## src/rtl/led_frame_shifter.sv

```systemverilog
// GRB frame serialiser for chained addressable LEDs. It captures a frame and
// runtime LED count on Start, then presents one bit per Advance, MSB first.
module led_frame_shifter #(
  parameter int MAX_LEDS     = 8,
  parameter int BITS_PER_LED = 24,
  parameter int CNTW         = $clog2(MAX_LEDS*BITS_PER_LED+1),
  parameter int NW           = $clog2(MAX_LEDS+1)
) (
  input  logic                             clk,
  input  logic                             reset,
  input  logic [MAX_LEDS*BITS_PER_LED-1:0] InputBits,
  input  logic [NW-1:0]                    NumLEDs,
  input  logic                             Broadcast,
  input  logic                             Start,
  input  logic                             Advance,
  output logic                             CurrentBit,
  output logic                             BitValid,
  output logic                             Busy,
  output logic                             FrameDone
);

  localparam int TOTAL = MAX_LEDS * BITS_PER_LED;

  typedef enum logic [1:0] {
    IDLE,
    SHIFT,
    DONE
  } state_t;

  state_t            state;
  state_t            state_next;
  logic [TOTAL-1:0]  sreg;
  logic [TOTAL-1:0]  load_data;
  logic [CNTW-1:0]   count;
  logic [CNTW-1:0]   load_count;
  logic [NW-1:0]     n_eff;

  // A zero count still sends one LED; oversize counts clamp to the frame size.
  always_comb begin
    n_eff = NumLEDs;
    if (NumLEDs == '0) begin
      n_eff = NW'(1);
    end else if (NumLEDs > NW'(MAX_LEDS)) begin
      n_eff = NW'(MAX_LEDS);
    end
  end

  always_comb begin
    load_count = CNTW'(n_eff) * CNTW'(BITS_PER_LED);
    if (Broadcast) begin
      load_data = {MAX_LEDS{InputBits[TOTAL-1 -: BITS_PER_LED]}};
    end else begin
      load_data = InputBits;
    end
  end

  always_ff @(posedge clk) begin
    if (reset) begin
      state <= IDLE;
    end else begin
      state <= state_next;
    end
  end

  always_comb begin
    state_next = state;
    case (state)
      IDLE:    if (Start) state_next = SHIFT;
      SHIFT:   if (Advance && count == CNTW'(1)) state_next = DONE;
      DONE:    state_next = IDLE;
      default: state_next = IDLE;
    endcase
  end

  always_ff @(posedge clk) begin
    if (reset) begin
      sreg  <= '0;
      count <= '0;
    end else begin
      case (state)
        IDLE: begin
          if (Start) begin
            sreg  <= load_data;
            count <= load_count;
          end
        end
        SHIFT: begin
          if (Advance) begin
            sreg  <= sreg << 1;
            count <= count - CNTW'(1);
          end
        end
        default: ;
      endcase
    end
  end

  // Outputs decode only flopped state, so no input reaches them combinationally.
  always_comb begin
    BitValid   = (state == SHIFT);
    Busy       = (state != IDLE);
    FrameDone  = (state == DONE);
    CurrentBit = (state == SHIFT) && sreg[TOTAL-1];
  end

endmodule

```

## config.mk

```make
export PLATFORM = sky130hd
export DESIGN_NAME = led_frame_shifter
export DESIGN_NICKNAME = d
export VERILOG_FILES = /design/src/rtl/led_frame_shifter.sv
export SDC_FILE = /design/constraint.sdc
export NUM_CORES = 1
export LEC_CHECK = 0
export ABC_AREA = 0
export CAP_MARGIN = 20
export CORE_UTILIZATION = 57
export CTS_CLUSTER_SIZE = 30
export DETAILED_ROUTE_END_ITERATION = 7
export GPL_TIMING_DRIVEN = 0
export PLACE_DENSITY = 0.86
export SETUP_SLACK_MARGIN = 0.05
export SYNTH_ARGS = -nofsm -noshare
export SYNTH_HDL_FRONTEND = slang
export SYNTH_SLANG_ARGS = --single-unit
```

## constraint.sdc

```tcl
create_clock -name clk -period 2.73 [get_ports clk]
set_input_delay 0.546 -clock clk [delete_from_list [all_inputs] [get_ports clk]]
set_output_delay 0.546 -clock clk [all_outputs]
set_load 0.05 [all_outputs]
```

==> results of run 1 <==
==> logic make-up (layout without fill, tap and decap cells) <==
logic type | Yosys count | count (layout)
AO/OA/AOI/OAI | 381 | 381
adder cells (fa/ha/maj) | 5 | 5
multiplexers | 171 | 171
buffers and inverters | 159 | 373
XOR/XNOR | 1 | 1
flip-flops | 202 | 202
AND/OR/NAND/NOR | 443 | 443
==> state kept, by name (all words and copies together), names as in the netlist <==
register  flops
sreg        192
count         8
state         2
==> worst max-delay path by stage <==
stage,start,to,cells after the start
floorplan,NumLEDs[0],count[6],8
global route,state[1],CurrentBit,6
detailed placement,NumLEDs[2],count[6],9
CTS,state[1],BitValid,5
finish,state[1],CurrentBit,6
global placement,NumLEDs[2],count[6],9
==> metrics by stage <==
stage,power [uW],hold slack [ns],instances
finish,8140,0.454,1805
global route,8410,0.466,1805
CTS,8060,0.454,1805
detailed placement,5230,0.447,1769
global placement,5180,0.441,1769
floorplan,4570,0.436,1362
==> metal layers <==
metal	track usage	vias to the layer above	wire [um]
li1	-	5180	-
met1	0.450	5186	14300
met2	0.571	628	16000
met3	0.0695	158	3380
met4	0.222	0	2370
met5	0	-	0
==> power by group through the flow <==
stage	Clock [uW]	Combinational, uW	Sequential [uW]
5_1_grt	3010	1980	3420
3_3_place_gp	0	1740	3440
6_report	2900	1840	3390
2_1_floorplan	0	1160	3410
4_1_cts	2880	1800	3390
3_5_place_dp	0	1790	3450
==> critical path: stages (launching register included) <==
cell and delay, ns:
sky130_fd_sc_hd__dfxtp_1 0.35, sky130_fd_sc_hd__nand2b_1 0.16, sky130_fd_sc_hd__buf_4 0.18, sky130_fd_sc_hd__inv_2 0.10, sky130_fd_sc_hd__clkbuf_4 0.23, sky130_fd_sc_hd__and2_1 0.14, sky130_fd_sc_hd__clkdlybuf4s18_2 0.36
==> cell type report <==
| type | instances | area (um^2) | area share |
|---|---|---|---|
| Clock inverter | 5 | 50.0 | 0.00370 |
| Tap cell | 229 | 287 | 0.0212 |
| Timing Repair Buffer | 178 | 1780 | 0.131 |
| Clock buffer | 31 | 636 | 0.0470 |
| Multi-Input combinational cell | 1001 | 5960 | 0.440 |
| Sequential cell | 202 | 4040 | 0.299 |
| Inverter | 6 | 22.5 | 0.00166 |
| Buffer | 153 | 759 | 0.0561 |
==> synth_stat cells, types with 2 or more instances <==
master / count
sky130_fd_sc_hd__nand2_1: 385
sky130_fd_sc_hd__dfxtp_1: 202
sky130_fd_sc_hd__a21oi_1: 173
sky130_fd_sc_hd__mux2i_1: 169
sky130_fd_sc_hd__o211ai_1: 169
sky130_fd_sc_hd__buf_2: 65
sky130_fd_sc_hd__clkbuf_1: 54
sky130_fd_sc_hd__nor2_1: 39
sky130_fd_sc_hd__buf_4: 25
sky130_fd_sc_hd__a311oi_1: 24
sky130_fd_sc_hd__buf_1: 8
sky130_fd_sc_hd__nor3_1: 6
sky130_fd_sc_hd__inv_1: 5
sky130_fd_sc_hd__ha_1: 4
sky130_fd_sc_hd__nor2b_1: 3
sky130_fd_sc_hd__o21ai_0: 3
sky130_fd_sc_hd__a22oi_1: 2
sky130_fd_sc_hd__a41oi_1: 2
sky130_fd_sc_hd__mux2_2: 2
sky130_fd_sc_hd__nand4_1: 2
==> timing repair <==
action	4_1_cts	5_1_grt
hold buffers	0	0
endpoints found under the setup margin	2	2
gates cloned	0	0
gates resized for setup	4	4
==> results_tabular.tex, run 1 <==
\begin{tabular}{lr}
\hline
Metric & Value \\
\hline
\multicolumn{2}{l}{\textbf{Place}} \\
\quad Final weighted congestion in routability-driven placement & 0.966 \\
\quad Count of input and output buffers & 178 \\
\quad Dpl cell area & 0.0128 mm\^{}2 \\
\quad Dpl hpwl & 23.9 mm \\
\quad Pre-CTS setup slack & 0.0222 ns \\
\multicolumn{2}{l}{\textbf{Finish}} \\
\quad Fraction of layout cells with a size suffix above 1 & 0.0831 \\
\quad Most common cell after layout, fill and taps aside & sky130\_fd\_sc\_hd\_\_nand2\_1 \\
\quad Layout net count & 1,770 \\
\quad Design area & 0.0135 mm\^{}2 \\
\quad Synth-to-layout area growth & 25.5\% \\
\quad Number of antenna diodes & 0 \\
\quad End-of-flow core utilization & 0.741 \\
\quad Fill count & 1,457 \\
\quad Commonest cells after routing, fill and taps aside & 385 x sky130\_fd\_sc\_hd\_\_nand2\_1, 202 x sky130\_fd\_sc\_hd\_\_dfxtp\_1, 176 x sky130\_fd\_sc\_hd\_\_clkdlybuf4s50\_1 \\
\multicolumn{2}{l}{\textbf{GRT}} \\
\quad Number of antenna violations at the first check in global routing & 0 \\
\quad GRT Overall Usage & 0.359 \\
\quad Via count of the first global-routing pass & 10,500 \\
\quad First-pass GRT wire length & 54.9 mm \\
\quad Residual overflow from global routing & 0 \\
\quad Pin count of the biggest net entering global routing & 14 \\
\multicolumn{2}{l}{\textbf{Routing}} \\
\quad Iteration-0 DRC Markers & 939 \\
\quad 1st-pass router iterations & 5 \\
\quad Final wirelength & 36.0 mm \\
\quad DR DRC count & 0 \\
\quad Routed length per placed instance & 20.0 um \\
\quad Count of antenna-violating nets left after detailed routing & 0 \\
\quad Detailed-route via count & 11,200 \\
\quad Via-to-Cell Ratio & 6.18 \\
\multicolumn{2}{l}{\textbf{Yosys}} \\
\quad Unique masters post-synth & 40 \\
\quad Count of yosys warnings during synthesis & 0 \\
\quad Simple-gate area share of the yosys netlist & 0.158 \\
\quad Number of nets in the synthesized netlist & 1,568 \\
\quad Top post-synthesis cells by area & sky130\_fd\_sc\_hd\_\_dfxtp\_1 38\%, sky130\_fd\_sc\_hd\_\_mux2i\_1 16\%, sky130\_fd\_sc\_hd\_\_nand2\_1 13\%, sky130\_fd\_sc\_hd\_\_o211ai\_1 12\%, sky130\_fd\_sc\_hd\_\_a21oi\_1 8.0\% \\
\quad Top-area cell type share of the netlist area & 0.375 \\
\quad Post-Synth XOR/XNOR Area & 0.000812 \\
\quad Count of flip-flops with a built-in enable after synthesis & 0 \\
\quad Cell area after synthesis & 0.0108 mm\^{}2 \\
\quad Multiplexer fraction of the synthesized cell area & 0.159 \\
\quad Count of mapped cells out of synthesis & 1,362 \\
\quad Compound-gate portion of the synthesized area & 0.228 \\
\quad Post-synthesis async set-or-reset flop share & 0 \\
\quad Top cell type by total area after synthesis & sky130\_fd\_sc\_hd\_\_dfxtp\_1 \\
\quad Top FF cell, synth & sky130\_fd\_sc\_hd\_\_dfxtp\_1 \\
\quad Register bit count reported by yosys & 202 \\
\quad Main combinational cell family by area after synthesis & compound AO/OA/AOI/OAI gates \\
\quad Synthesized area per cell & 7.92 um\^{}2 \\
\quad Post-synthesis adder-cell area fraction & 0.00650 \\
\quad Fraction of the yosys area taken by sequential cells & 0.375 \\
\multicolumn{2}{l}{\textbf{Clock tree}} \\
\quad CTS H-tree lvls & 1 \\
\quad Clock tree sinks & 202 \\
\quad Buffer type at the clock tree root & sky130\_fd\_sc\_hd\_\_clkbuf\_16 \\
\quad Deepest clock path buffer count & 3 \\
\quad Buffers inserted by post-CTS timing repair & 0 \\
\quad Clock insertion delay at the later pin of the skew report & 0.51 ns \\
\quad Clock-pin slew reported for the worst setup and hold paths after clock tree synthesis & 0.06 ns \\
\quad Number of buffers created by CTS & 22 \\
\quad Clock tree from TritonCTS & yes \\
\multicolumn{2}{l}{\textbf{STA}} \\
\quad Accumulated negative setup slack & 0 ns \\
\quad Max transition margin & 0.274 \\
\quad Setup repair after global routing missed its margin & no \\
\quad Highest Clock Rate & 387 MHz \\
\quad Final setup violation count & 0 \\
\quad Layout Skew & 0.0207 ns \\
\quad Slew Limit Fails & 0 \\
\quad Post-layout minimum cycle time & 2.58 ns \\
\quad Fin crit share & 0.946 \\
\quad Number of endpoints with negative hold slack in the final report & 0 \\
\quad Transition time of the tightest slew-check pin & 1.09 ns \\
\quad Fin worst setup slack & 0.146 ns \\
\multicolumn{2}{l}{\textbf{Power and ir drop}} \\
\quad Power Internal & 5730 uW \\
\quad Portion of total power attributed to the clock network & 0.357 \\
\quad Leak pwr & 0.00552 uW \\
\quad Switching power & 2400 uW \\
\quad Switching Share & 0.296 \\
\quad Max VDD drop & 0.481 mV \\
\quad Cell area power density & 601 mW/mm\^{}2 \\
\quad Part of the power in combinational logic & 0.226 \\
\quad Portion of total power attributed to sequential cells & 0.417 \\
\multicolumn{2}{l}{\textbf{Die}} \\
\quad Die width & 140 um \\
\quad Area enclosed by the die boundary & 0.0195 mm\^{}2 \\
\quad Core Rows & 49 \\
\quad Placeable core area & 0.0183 mm\^{}2 \\
\quad I/O pins & 205 \\
\quad Starting density of the core & 0.590 \\
\quad Vertical die dimension & 140 um \\
\multicolumn{2}{l}{\textbf{Setup path}} \\
\quad Arrival time of data at the critical path endpoint & 2.04 ns \\
\quad Critical path peak fanout & 10 \\
\quad Reg2reg path depth & 6 \\
\quad Type of destination of the critical path & primary output \\
\quad Element type at the critical path start & register \\
\quad Data required, critical path & 2.18 ns \\
\quad Worst reg2reg path startpoint & state[1] \\
\quad Critical R2R Capture & sreg[50] \\
\quad R2R setup slack & 0.94 ns \\
\quad Crit Path Category & reg -> out \\
\multicolumn{2}{l}{\textbf{Hold path}} \\
\quad Hold Path Class & reg -> reg \\
\quad Hold-critical path endpoint & sreg[125] \\
\quad Origin of the worst min-delay path & sreg[125] \\
\quad Cell depth of the worst min-delay path & 2 \\
\multicolumn{2}{l}{\textbf{Run}} \\
\quad Max-cap violations & 0 \\
\multicolumn{2}{l}{\textbf{Outcome}} \\
\quad Status & finished clean \\
\hline
\end{tabular}
Power figures use the tool's default switching activity.
==> run 2: changes to the inputs <==
--- a/config.mk
+++ b/config.mk
@@ -11,7 +11,7 @@
 export CTS_CLUSTER_SIZE = 30
 export DETAILED_ROUTE_END_ITERATION = 7
 export GPL_TIMING_DRIVEN = 0
-export PLACE_DENSITY = 0.86
+export PLACE_DENSITY = 0.9
 export SETUP_SLACK_MARGIN = 0.05
 export SYNTH_ARGS = -nofsm -noshare
 export SYNTH_HDL_FRONTEND = slang
==> run 2 against run 1 <==
Effect of this change:
- final cell count grew 0.22%
- global-route usage increased by 0.12 points
- wire length up 0.79%
- worst hold slack gained 0.0021 ns
- first-iteration DRC count up 28%
- critical endpoint unchanged
- largest power group unchanged
==> results_tabular.tex, run 2 (synthesis results as in run 1) <==
\begin{tabular}{lr}
\hline
Metric & Value \\
\hline
\multicolumn{2}{l}{\textbf{Finish}} \\
\quad Layout net count & 1,770 (unchanged) \\
\quad Largest registers in the final layout & sreg (192), count (8), state (2) \\
\quad Most common cell after layout, fill and taps aside & sky130\_fd\_sc\_hd\_\_nand2\_1 \\
\quad Fraction of layout cells with a size suffix above 1 & 0.0873 (+0.00422) \\
\quad Synth-to-layout area growth & 26.6\% \\
\quad Number of antenna diodes & 0 (unchanged) \\
\quad End-of-flow core utilization & 0.747 (+0.00657) \\
\quad Commonest cells after routing, fill and taps aside & 385 x sky130\_fd\_sc\_hd\_\_nand2\_1, 202 x sky130\_fd\_sc\_hd\_\_dfxtp\_1, 176 x sky130\_fd\_sc\_hd\_\_clkdlybuf4s50\_1 \\
\quad Largest register by flop count & sreg \\
\quad Max FFs per register & 192 (unchanged) \\
\multicolumn{2}{l}{\textbf{Routing}} \\
\quad Detailed-route via count & 11,200 (+0.71\%) \\
\quad Count of antenna-violating nets left after detailed routing & 0 (unchanged) \\
\quad Final wirelength & 36.3 mm (+0.79\%) \\
\quad Iteration-0 DRC Markers & 1,198 (+28\%) \\
\quad Via-to-Cell Ratio & 6.21 (+0.49\%) \\
\quad DR DRC count & 0 (unchanged) \\
\quad 1st-pass router iterations & 5 (unchanged) \\
\quad Routed length per placed instance & 20.1 um (+0.57\%) \\
\multicolumn{2}{l}{\textbf{Place}} \\
\quad Dpl hpwl & 23.7 mm (-0.85\%) \\
\quad Pre-CTS setup slack & 0.0556 ns (+0.0334 ns) \\
\quad Final weighted congestion in routability-driven placement & 0.972 (+0.65\%) \\
\quad Count of input and output buffers & 178 (unchanged) \\
\multicolumn{2}{l}{\textbf{Die}} \\
\quad Core Rows & 49 (unchanged) \\
\quad Starting density of the core & 0.590 (unchanged) \\
\quad Placeable core area & 0.0183 mm\^{}2 (unchanged) \\
\quad Die width & 140 um (unchanged) \\
\quad Vertical die dimension & 140 um (unchanged) \\
\quad Area enclosed by the die boundary & 0.0195 mm\^{}2 (unchanged) \\
\quad I/O pins & 205 (unchanged) \\
\multicolumn{2}{l}{\textbf{STA}} \\
\quad Accumulated negative setup slack & 0 ns (unchanged) \\
\quad Post-layout minimum cycle time & 2.56 ns (-0.0263 ns) \\
\quad Minimum hold slack & 0.456 ns (+0.00208 ns) \\
\quad Fin worst setup slack & 0.173 ns (+0.0263 ns) \\
\quad Setup repair after global routing missed its margin & no \\
\quad Layout Skew & 0.0101 ns (-0.0106 ns) \\
\quad Fin crit share & 0.937 (-0.00965) \\
\quad Slew Limit Fails & 0 (unchanged) \\
\quad Highest Clock Rate & 391 MHz (+1.0\%) \\
\quad Number of endpoints with negative hold slack in the final report & 0 (unchanged) \\
\quad Transition time of the tightest slew-check pin & 1.11 ns (+0.0188 ns) \\
\quad Final setup violation count & 0 (unchanged) \\
\quad Max transition margin & 0.262 (-0.0126) \\
\multicolumn{2}{l}{\textbf{Clock tree}} \\
\quad Clock tree sinks & 202 (unchanged) \\
\quad Number of buffers created by CTS & 22 (unchanged) \\
\quad Buffers inserted by post-CTS timing repair & 0 (unchanged) \\
\quad Buffer type at the clock tree root & sky130\_fd\_sc\_hd\_\_clkbuf\_16 \\
\quad CTS H-tree lvls & 1 (unchanged) \\
\quad Deepest clock path buffer count & 3 (unchanged) \\
\quad Clock insertion delay at the later pin of the skew report & 0.51 ns (about the same) \\
\quad Clock tree from TritonCTS & yes \\
\quad Clock-pin slew reported for the worst setup and hold paths after clock tree synthesis & 0.06 ns (about the same) \\
\multicolumn{2}{l}{\textbf{Setup path}} \\
\quad Family of cells with the greatest summed delay on the critical path & buffers and inverters \\
\quad CP startpoint & state[1] \\
\quad Element type at the critical path start & register \\
\quad Worst reg2reg path startpoint & state[1] \\
\quad Critical Path Sink & CurrentBit \\
\quad Biggest cell delay along the critical path & 0.36 ns (about the same) \\
\quad Arrival time of data at the critical path endpoint & 2.01 ns (-0.03 ns) \\
\quad Combined buffer and inverter count along the critical path & 4 (unchanged) \\
\quad Worst-path cell with the longest stage delay & sky130\_fd\_sc\_hd\_\_dfxtp\_1 \\
\quad Crit Path Category & reg -> out \\
\quad Most prevalent standard cell on the critical path & sky130\_fd\_sc\_hd\_\_buf\_2 \\
\quad Cell-by-cell listing of the critical path & nand2b\_1 -> buf\_4 -> inv\_2 -> buf\_2 -> and2\_1 -> buf\_2 \\
\quad Critical path peak fanout & 10 (unchanged) \\
\quad R2R setup slack & 0.94 ns (about the same) \\
\quad Critical R2R Capture & sreg[67] \\
\quad Logic depth of the worst path, buffers included & 6 (unchanged) \\
\quad Data required, critical path & 2.18 ns (about the same) \\
\quad Reg2reg path depth & 6 (unchanged) \\
\quad Type of destination of the critical path & primary output \\
\multicolumn{2}{l}{\textbf{GRT}} \\
\quad Residual overflow from global routing & 0 (unchanged) \\
\quad Pin count of the biggest net entering global routing & 15 (+1) \\
\quad GRT Overall Usage & 0.360 (+0.00123) \\
\quad Via count of the first global-routing pass & 10,300 (-2.4\%) \\
\quad Number of antenna violations at the first check in global routing & 0 (unchanged) \\
\quad First-pass GRT wire length & 54.9 mm (+0.14\%) \\
\multicolumn{2}{l}{\textbf{Run}} \\
\quad Max-cap violations & 0 (unchanged) \\
\multicolumn{2}{l}{\textbf{Power and ir drop}} \\
\quad Leak pwr & 0.00558 uW (+1.2\%) \\
\quad Cell area power density & 627 mW/mm\^{}2 (+4.3\%) \\
\quad Max VDD drop & 0.461 mV (-4.2\%) \\
\multicolumn{2}{l}{\textbf{Outcome}} \\
\quad Status & finished clean \\
\multicolumn{2}{l}{\textbf{Hold path}} \\
\quad Hold Path Class & reg -> reg \\
\hline
\end{tabular}
[run 2: area by class of cell]
class	count	area, um^2
Multi-Input combinational cell	1001	5960
Buffer	153	757
Fill cell	1314	4620
Timing Repair Buffer	178	1770
Sequential cell	202	4040
Clock buffer	30	652
Inverter	6	22.5
Tap cell	229	287
Clock inverter	10	161
[run 2: worst reg2reg max path: cells and delay by family (launching register included)]
kind / cells / cell delay [ns]
AND/OR/NAND/NOR: 1 / 0.14
buffers and inverters: 3 / 0.84
flip-flops: 1 / 0.41
AO/OA/AOI/OAI: 2 / 0.32
[run 2: through the flow]
stage | total power (uW) | cell area (um^2) | std cells
6_report | 8560 | 13700 | 1809
5_1_grt | 8840 | 13700 | 1809
4_1_cts | 8490 | 13700 | 1809
3_5_place_dp | 5230 | 12800 | 1769
3_3_place_gp | 5170 | 12800 | 1769
2_1_floorplan | 4570 | 10800 | 1362
[run 2: worst min-delay path by stage]
stage                     slack (ns)        end       from  depth (start not counted)
final                           0.46    sreg[2]    sreg[2]                          2
after global routing            0.47  sreg[158]  sreg[158]                          2
after CTS                       0.45  sreg[137]  sreg[137]                          2
after detailed placement        0.45   sreg[19]   sreg[19]                          2
after global placement          0.44   sreg[11]   sreg[11]                          2
after floorplan                 0.44  sreg[100]  sreg[100]                          2
[run 2: layer usage]
metal	track usage	vias up	wire length, um
met4	0.220	0	2420
met5	0	-	0
met2	0.556	678	16100
met1	0.467	5197	14200
li1	-	5189	-
met3	0.0668	167	3670
[run 2: report_power, final]
group / total [uW] / switching (uW) / leakage, uW / internal [uW]
Combinational: 1840 / 1050 / 0.00351 / 791
Sequential: 3400 / 163 / 0.00167 / 3240
Clock: 3320 / 1260 / 0.000405 / 2060
Total: 8560 / 2480 / 0.00558 / 6080
[run 2: timing repair]
| item | 4_1_cts | 5_1_grt |
|---|---|---|
| gates resized for setup | 4 | 4 |
| setup endpoints to repair | 2 | 2 |
| hold buffers | 0 | 0 |
